<file path="src/rtl/die_select_encoder_pkg.sv">
// Shared FSM state type and default parameter values for the die-select encoder.
package dice_pkg;

    localparam int DEF_NUM_BUTTONS     = 7;
    localparam int DEF_DEBOUNCE_CYCLES = 16;

    typedef enum logic {
        IDLE = 1'b0,
        HELD = 1'b1
    } state_e;

endpackage

</file>
<file path="src/rtl/die_select_encoder_debounce_bit.sv">
// One button bit: 2-flop synchroniser, stability counter, debounced flop.
// Latency: 2 sync + DEBOUNCE_CYCLES cycles from raw edge to o_deb; no backpressure.
module debounce_bit #(
    parameter int DEBOUNCE_CYCLES = 16
) (
    input  logic clk,
    input  logic rst_n,
    input  logic i_raw,
    output logic o_deb
);

    localparam int CNT_W = (DEBOUNCE_CYCLES > 1) ? $clog2(DEBOUNCE_CYCLES) : 1;
    localparam logic [CNT_W-1:0] CNT_LAST = CNT_W'(DEBOUNCE_CYCLES - 1);

    logic             r_meta;
    logic             r_sync;
    logic             r_deb;
    logic [CNT_W-1:0] r_cnt;

    // A bit that returns to the debounced level clears the count, so only an
    // unbroken run of the new level can flip the output.
    always_ff @(posedge clk or negedge rst_n) begin
        if (!rst_n) begin
            r_meta <= 1'b0;
            r_sync <= 1'b0;
            r_deb  <= 1'b0;
            r_cnt  <= '0;
        end else begin
            r_meta <= i_raw;
            r_sync <= r_meta;
            if (r_sync == r_deb) begin
                r_cnt <= '0;
            end else if (r_cnt == CNT_LAST) begin
                r_deb <= r_sync;
                r_cnt <= '0;
            end else begin
                r_cnt <= r_cnt + CNT_W'(1);
            end
        end
    end

    assign o_deb = r_deb;

endmodule

</file>
<file path="src/rtl/die_select_encoder.sv">
// Debounces NUM_BUTTONS raw buttons and latches the index of a single accepted press.
// Latency: 2 + DEBOUNCE_CYCLES + 1 cycles raw edge to sel_valid; no backpressure.
// DIE_SELECT_PRIORITY_EN: multi-button presses take the lowest index instead of flagging multi_err.
module die_select_encoder
    import dice_pkg::*;
#(
    parameter int                NUM_BUTTONS     = DEF_NUM_BUTTONS,
    parameter int                DEBOUNCE_CYCLES = DEF_DEBOUNCE_CYCLES,
    parameter int                SEL_W           = $clog2(NUM_BUTTONS + 1),
    parameter logic [SEL_W-1:0]  DEFAULT_SEL     = '1
) (
    input  logic                   clk,
    input  logic                   rst_n,
    input  logic [NUM_BUTTONS-1:0] buttons,
    output logic [SEL_W-1:0]       die_sel,
    output logic                   sel_valid,
    output logic                   multi_err,
    output logic                   busy
);

    logic [NUM_BUTTONS-1:0] w_deb;
    logic [SEL_W-1:0]       w_low;
    logic                   w_enter;
    logic                   w_accept;
    logic                   w_err;
    state_e                 w_state_nxt;

    state_e                 r_state;
    logic [SEL_W-1:0]       r_sel;
    logic                   r_vld;
    logic                   r_err;

    for (genvar g = 0; g < NUM_BUTTONS; g++) begin : g_bit
        debounce_bit #(
            .DEBOUNCE_CYCLES(DEBOUNCE_CYCLES)
        ) u_debounce_bit (
            .clk   (clk),
            .rst_n (rst_n),
            .i_raw (buttons[g]),
            .o_deb (w_deb[g])
        );
    end

    always_comb begin
        w_low = '0;
        for (int i = NUM_BUTTONS - 1; i >= 0; i--) begin
            if (w_deb[i]) w_low = SEL_W'(i);
        end
    end

`ifndef DIE_SELECT_PRIORITY_EN
    logic w_multi;
    assign w_multi = |(w_deb & (w_deb - NUM_BUTTONS'(1)));
`endif

    // Only the IDLE->HELD edge can accept; HELD waits for a full release.
    always_comb begin
        w_state_nxt = r_state;
        w_enter     = 1'b0;
        w_accept    = 1'b0;
        w_err       = 1'b0;
        case (r_state)
            IDLE: begin
                if (|w_deb) begin
                    w_state_nxt = HELD;
                    w_enter     = 1'b1;
                end
            end
            HELD: begin
                if (!(|w_deb)) w_state_nxt = IDLE;
            end
            default: w_state_nxt = IDLE;
        endcase
`ifdef DIE_SELECT_PRIORITY_EN
        w_accept = w_enter;
`else
        w_accept = w_enter && !w_multi;
        w_err    = w_enter && w_multi;
`endif
    end

    always_ff @(posedge clk or negedge rst_n) begin
        if (!rst_n) begin
            r_state <= IDLE;
            r_sel   <= DEFAULT_SEL;
            r_vld   <= 1'b0;
            r_err   <= 1'b0;
        end else begin
            r_state <= w_state_nxt;
            r_vld   <= w_accept;
            r_err   <= w_err;
            if (w_accept) r_sel <= w_low;
        end
    end

    assign die_sel   = r_sel;
    assign sel_valid = r_vld;
    assign multi_err = r_err;
    assign busy      = (r_state == HELD);

endmodule

</file>
<file path="config.mk">
export PLATFORM = sky130hd
export DESIGN_NAME = die_select_encoder
export DESIGN_NICKNAME = d
export VERILOG_FILES = /design/src/rtl/die_select_encoder_pkg.sv /design/src/rtl/die_select_encoder_debounce_bit.sv /design/src/rtl/die_select_encoder.sv
export SDC_FILE = /design/constraint.sdc
export NUM_CORES = 1
export LEC_CHECK = 0
export ABC_AREA = 0
export BUFFER_PORTS_ARGS = -buffer_cell sky130_fd_sc_hd__buf_2
export CAP_MARGIN = 10
export CORE_MARGIN = 3
export CORE_UTILIZATION = 45
export CTS_CLUSTER_DIAMETER = 50
export CTS_CLUSTER_SIZE = 40
export DETAILED_ROUTE_END_ITERATION = 12
export HOLD_SLACK_MARGIN = 0.1
export PLACE_DENSITY = 0.63
export SETUP_SLACK_MARGIN = 0.15
export SKIP_LAST_GASP = 1
export SLEW_MARGIN = 10
export SYNTH_ARGS = -nofsm -noshare
export SYNTH_HDL_FRONTEND = slang
export SYNTH_SLANG_ARGS = --single-unit
</file>
<file path="constraint.sdc">
create_clock -name clk -period 2.08 [get_ports clk]
set_input_delay 0.312 -clock clk [delete_from_list [all_inputs] [get_ports clk]]
set_output_delay 0.312 -clock clk [all_outputs]
set_load 0.05 [all_outputs]
</file>
==> key figures, run 1 <==
Die
  • Core Rows: 25
  • Ports: 15
  • Die area: roughly 6000 um^2
  • Die width: around 77 um
  • Total core area: 4790 um^2
  • Initial Utilization: 46.9%
  • Die height: roughly 77 um

Global routing
  • Global-route wire length before repair: 6.73 mm
  • GRT overflow: 0
  • Largest net degree at the start of global routing: 56
  • Number of global-route vias before repair: 1477
  • Gr usage total: 14.4%
  • Initial antenna violation count: 0

Clocking
  • CTS tree: yes
  • Num CTS Buffers: 5
  • Htree depth: 2
  • Clk sink count: 55
  • Clk root buf: clkbuf_8
  • Clock slew at reported path FFs: about 0.090 ns
  • Clock Tree Buf Depth: 2
  • Clk_lat worst skew: 0.30 ns
  • Post-CTS sizing: 0
  • Hold_buf cts: 3
  • Setup Buffers After CTS: 0

Worst setup path
  • Crit. End Element: register
  • CP Launch Type: register
  • Worst Reg-to-Reg Cells: 5
  • Crit Reg-Reg Endpoint: die_sel[0]
  • R2R Setup Slk: approximately 0.34 ns
  • Reg2reg start: g_bit[1].u_debounce_bit.o_deb
  • Data arrival time of the worst path: 1.98 ns
  • Setup CP Type: register to register
  • Worst Path Required: 2.32 ns
  • Worst-path fanout max: 7

Power
  • Total power: between 1.5 and 2 mW
  • Peak supply drop: 448 uV
  • Pwr/cell area: 743 nW/um^2
  • Leak pwr: roughly 1.1 nW

Timing
  • Max_slew headroom: 55.0%
  • Tmin final: 1.74 ns
  • Fmax: around 570 MHz
  • Hold violation count in the final report: 0
  • Setup violators final: 0
  • Worst-case clock skew: 0.00464 ns
  • Final hold slack: 0.111 ns
  • Crit share post-route: 83.8%
  • Slew Limit Fails: 0
  • Final setup TNS: 0 ns
  • Actual slew at the worst max-slew pin: around 0.68 ns
  • RSZ-0062 raised after global routing: no

Worst hold path
  • WHS Path Cells: 1
  • WHS Endpoint: g_bit[3].u_debounce_bit.r_meta
  • Min-Delay Startpoint: buttons[3]
  • HP Class: input port to register

Routing
  • Initial drt markers: between 50 and 60
  • Post-route ant nets: 0
  • Vias: 1406
  • Drt via density: about 5.2
  • # DRC: 0
  • WL per Instance: ~15 um
  • Routed wire length: 3.92 mm
  • Pre-antenna DRT Iters: 4

Final layout
  • Layout cells sized above 1: approximately a fifth
  • Fillers: 398
  • Final #Nets: 217
  • Antenna Cells: 0
  • Area Overhead vs Synth: 14.2%

Yosys
  • Yosys cell types: 29
  • Prevailing post-synth register cell: dfrtp_1
  • Top cells by area, synth: dfrtp_1 58%, xnor2_1 5.5%, ha_1 3.9%
  • Post-Syn Instances: between 150 and 200
  • Yosys reg bits: 55
  • Asr flop ratio synth: 100%
  • Share of the synthesized area in the top cell type: 58.0%
  • Most common cell in the netlist: dfrtp_1
  • Mean post-synth cell area: about 13 um^2
  • Mapped Area: approximately 2200 um^2
  • Synth Warn #: 0
  • Sequential area share after synthesis: between 60% and 70%
  • Cell taking the most area after synthesis: dfrtp_1
  • Net Count, Synth: 190
  • Post-synth EDFFs: 0
  • Commonest cells in the synthesized netlist: 52 x dfrtp_1, 16 x a21oi_1, 14 x xnor2_1

Run status
  • Status: finished, final reports clean

Place
  • Number of port buffers: 14
  • Gpl congestion: 0.799
  • DP Wirelength: 2.76 mm

Run
  • Max-Cap Viols: 0
[worst max-delay path, cell delays in order (launching register included)]
cell     delay, ns
dfrtp_1       0.46
nor2_1        0.37
nand4_1       0.16
o31a_1        0.16
a21oi_4       0.21
mux2_4        0.32
[layout make-up]
type	count	area (um^2)	area share, %
multi-input cells	110	831	32.4
repair buffers	21	138	5.37
clock buffers	8	100	3.91
well taps	67	83.8	3.27
flip-flops and latches	55	1380	53.9
inverters	8	30.0	1.17
[sequential cells by signal, summed over array words and instances (netlist names)]
register	count
busy	1
sel_valid	1
g_bit.u_debounce_bit.o_deb	7
multi_err	1
g_bit.u_debounce_bit.r_meta	7
g_bit.u_debounce_bit.r_cnt	28
die_sel	3
g_bit.u_debounce_bit.r_sync	7
[stage by stage]
| stage | cells | setup slack [ns] | instance area [um^2] | utilization [%] |
|---|---|---|---|---|
| floorplan | 174 | 0.555 | 2240 | - |
| global placement | 255 | 0.493 | 2400 | 50.2 |
| detailed placement | 255 | 0.353 | 2400 | 50.2 |
| CTS | 266 | 0.337 | 2530 | 52.9 |
| global route | 269 | 0.217 | 2560 | 53.5 |
| finish | 269 | 0.338 | 2560 | 53.5 |
[where the power goes]
group	switching [mW]	leakage, nW	internal [mW]
registers	0.0428	0.707	1.12
clock network	0.318	0.0515	0.304
logic	0.0636	0.373	0.0589
total	0.424	1.13	1.48
[metal layers]
metal	GRT usage, %	wire [um]	share of wire (%)	up-vias
met4	4.71	48	1.2	0
li1	-	-	-	667
met5	0	0	0	-
met3	4.61	155	4.0	8
met1	16.9	1710	44	707
met2	25.0	2010	51	24
[cell usage in the layout (no fill, tap or decap), types with 2 or more instances in the layout]
cell,count
mux2_4,3
o21ai_0,8
nand3_1,7
nand2_1,2
nor3b_1,6
buf_2,14
nand4b_1,7
ha_1,7
dlygate4sd3_1,6
inv_1,8
xnor2_1,14
dfstp_2,3
mux2_2,7
clkbuf_8,7
nor2_4,2
a21oi_1,16
nor2b_1,7
or2b_1,2
a311oi_1,2
nor2_1,10
dfrtp_1,52
[worst max path at each step]
| stage | from | end | slack, ns | depth (start not counted) |
|---|---|---|---|---|
| 4_1_cts | g_bit[1].u_debounce_bit.o_deb | die_sel[0] | 0.34 | 5 |
| 2_1_floorplan | g_bit[3].u_debounce_bit.o_deb | die_sel[0] | 0.55 | 5 |
| 3_5_place_dp | g_bit[1].u_debounce_bit.o_deb | die_sel[0] | 0.35 | 5 |
| 5_1_grt | g_bit[1].u_debounce_bit.o_deb | die_sel[1] | 0.22 | 5 |
| 6_report | g_bit[1].u_debounce_bit.o_deb | die_sel[0] | 0.34 | 5 |
| 3_3_place_gp | g_bit[3].u_debounce_bit.o_deb | die_sel[2] | 0.49 | 5 |
[cells by family (layout without fill, tap and decap cells)]
family | Yosys count | count (layout) | share of synthesized area (%)
buf+inv | 9 | 37 | 1.50
compound gates | 31 | 31 | 8.53
fa+ha+maj | 7 | 7 | 3.90
xor+xnor | 15 | 15 | 5.85
simple gates | 47 | 47 | 13.2
flops | 55 | 55 | 61.5
mux | 10 | 10 | 5.52
Power figures use the tool's default switching activity.
==> run 2, diff against run 1 <==
Clock period 2.08 ns to 1.7 ns, I/O delays scaled along.
==> run 2 against run 1 <==
  * Sequential power is 22% higher
  * Non-clock buffer count increased by 10
  * Global-route usage grew 0.20 points
  * Cell count up 3.7%
  * Setup slack worse by 0.25 ns
  * Sequential share of layout area down 2.1 points
  * Power is 26% higher
  * Utilization increased by 2.2 points
  * Worst hold slack gained 0.24 ns
  * Clock power increased by 32%
  * Sequential cell count is the same
  * First-iteration DRC count up 20%
  * Largest cell class unchanged
==> key figures, run 2 (same netlist as run 1, synthesis figures left out) <==
Power
  • Pwr/cell area: 897 nW/um^2 (+21%)
  • Leak pwr: 1.19 nW (+4.8%)
  • Peak supply drop: 524 uV (+17%)
  • Total power: 2.39 mW (+26%)

Clocking
  • Htree depth: 2 (unchanged)
  • Num CTS Buffers: 5 (unchanged)
  • Clk sink count: 55 (unchanged)
  • Clk_lat worst skew: 0.30 ns (about the same)
  • Clock Tree Buf Depth: 2 (unchanged)
  • CTS tree: yes
  • Clk root buf: clkbuf_8
  • Clock slew at reported path FFs: 0.09 ns (about the same)

Run status
  • Status: finished, final reports clean

Timing
  • Max_slew headroom: 74.2% (+19 points)
  • Setup violators final: 0 (unchanged)
  • Hold violation count in the final report: 0 (unchanged)
  • Fmax: 618 MHz (+7.7%)
  • Tmin final: 1.62 ns (-0.125 ns)
  • Worst-case clock skew: 0.00741 ns (+0.00277 ns)
  • Crit share post-route: 95.1% (+11 points)
  • RSZ-0062 raised after global routing: yes
  • Actual slew at the worst max-slew pin: 0.385 ns (-0.291 ns)
  • Slew Limit Fails: 0 (unchanged)

Worst setup path
  • Worst Reg-to-Reg Cells: 5 (unchanged)
  • Setup CP Type: register to register
  • Crit. End Element: register
  • CP Launch Type: register
  • R2R Setup Slk: 0.08 ns (-0.25 ns)
  • Worst-path fanout max: 7 (unchanged)
  • Worst Path Required: 1.93 ns (-0.39 ns)
  • Data arrival time of the worst path: 1.85 ns (-0.13 ns)
  • Crit Reg-Reg Endpoint: die_sel[0]
  • Reg2reg start: g_bit[2].u_debounce_bit.o_deb

Global routing
  • Largest net degree at the start of global routing: 31 (-45%)
  • GRT overflow: 0 (unchanged)
  • Global-route wire length before repair: 6.82 mm (+1.4%)
  • Number of global-route vias before repair: 1507 (+2.0%)
  • Gr usage total: 14.6% (+0.20 points)
  • Initial antenna violation count: 0 (unchanged)

Routing
  • Drt via density: 5.05 (-3.4%)
  • Pre-antenna DRT Iters: 4 (unchanged)
  • # DRC: 0 (unchanged)
  • Initial drt markers: 66 (+20%)
  • Routed wire length: 3.84 mm (-2.2%)
  • WL per Instance: 13.7 um (-5.7%)
  • Vias: 1409 (+0.21%)
  • Post-route ant nets: 0 (unchanged)

Final layout
  • Most common cell after layout, fill and taps aside: dfrtp_1
  • Layout cells sized above 1: 24.1% (+4.3 points)
  • Fillers: 399 (+0.25%)
  • Commonest cells after routing, fill and taps aside: 50 x dfrtp_1, 16 x a21oi_1, 14 x xnor2_1, 14 x buf_2, 9 x nor2_1
  • Antenna Cells: 0 (unchanged)
  • Area occupied by registers: 1380 um^2 (+0.18%)
  • Final instance area: 2670 um^2 (+4.2%)
  • Post-layout util: 55.8% (+2.2 points)
  • Largest Register: g_bit.u_debounce_bit.r_cnt
  • Area Overhead vs Synth: 18.9%
  • Area of the multi-input gates: 836 um^2 (+0.60%)
  • Largest register FFs: 28 (unchanged)
  • Final #Nets: 227 (+4.6%)

Place
  • DP Wirelength: 2.87 mm (+3.8%)
  • Number of port buffers: 14 (unchanged)
  • DP Area: 2440 um^2 (+1.8%)
  • Gpl congestion: 0.874 (+9.5%)

Run
  • Max-Cap Viols: 0 (unchanged)

Die
  • Die width: 76.6 um (unchanged)
  • Core Rows: 25 (unchanged)
  • Ports: 15 (unchanged)
  • Die area: 5870 um^2 (unchanged)
  • Total core area: 4790 um^2 (unchanged)
  • Initial Utilization: 46.9% (unchanged)
  • Die height: 76.6 um (unchanged)

Worst hold path
  • HP Class: input port to async pin
run 2: cell count changes in the layout (fill, tap and decap cells not counted), sizes merged:
| cell | previous run | this run |
|---|---|---|
| buf | 15 | 23 |
| dlygate4sd3 | 6 | 8 |
| bufinv | 0 | 1 |
| clkbuf | 8 | 7 |
run 2: power by group:
| part | switching (mW) | internal [mW] |
|---|---|---|
| Sequential | 0.0497 | 1.37 |
| Combinational | 0.0787 | 0.0792 |
| Clock | 0.380 | 0.441 |
run 2: cell type report:
cell class / count / area share [%]
inverter: 8 / 1.13
multi-input combinational: 110 / 31.3
clock buffer: 7 / 2.86
tap: 67 / 3.14
timing repair buffer: 31 / 8.63
clock inverter: 1 / 1.13
sequential: 55 / 51.8
run 2: worst max-delay path by stage:
stage	from	to	slack, ns	depth (start not counted)
CTS	g_bit[2].u_debounce_bit.o_deb	die_sel[0]	0.07	5
global placement	g_bit[3].u_debounce_bit.o_deb	die_sel[2]	0.13	5
floorplan	g_bit[3].u_debounce_bit.o_deb	die_sel[0]	0.17	5
finish	g_bit[2].u_debounce_bit.o_deb	die_sel[0]	0.08	5
detailed placement	g_bit[5].u_debounce_bit.o_deb	die_sel[0]	0.04	5
global route	g_bit[5].u_debounce_bit.o_deb	die_sel[0]	-0.03	4
run 2: what timing repair did:
action                                  4_1_cts  5_1_grt
hold buffers                                  8        0
cloned                                        0        0
buffers inserted                              3        1
pin swaps                                     3        1
hold endpoints to repair                     18        0
gates resized for setup                       4        0
endpoints found under the setup margin        3        4
run 2: per-stage QoR:
stage	setup WS [ns]	hold slack, ns	TNS [ns]	std cells
finish	0.0827	0.355	0	279
global route	-0.0294	0.362	-0.0661	279
CTS	0.0724	0.357	0	278
detailed placement	0.0406	0.161	0	259
global placement	0.129	0.157	0	259
floorplan	0.175	-0.0406	0	174
run 2: metal layers:
layer,vias up,share of wire [%],track usage [%]
met5,-,0,0
met4,0,1.6,5.80
met3,6,3.2,4.02
met2,15,53,26.3
met1,701,43,16.3
li1,687,-,-
run 2: worst max-delay path: stages, from the launching register on:
cell and delay (ns):
dfrtp_2 0.45, nor2_4 0.20, nand2_2 0.08, o31a_1 0.27, a21oi_4 0.23, mux2_4 0.32
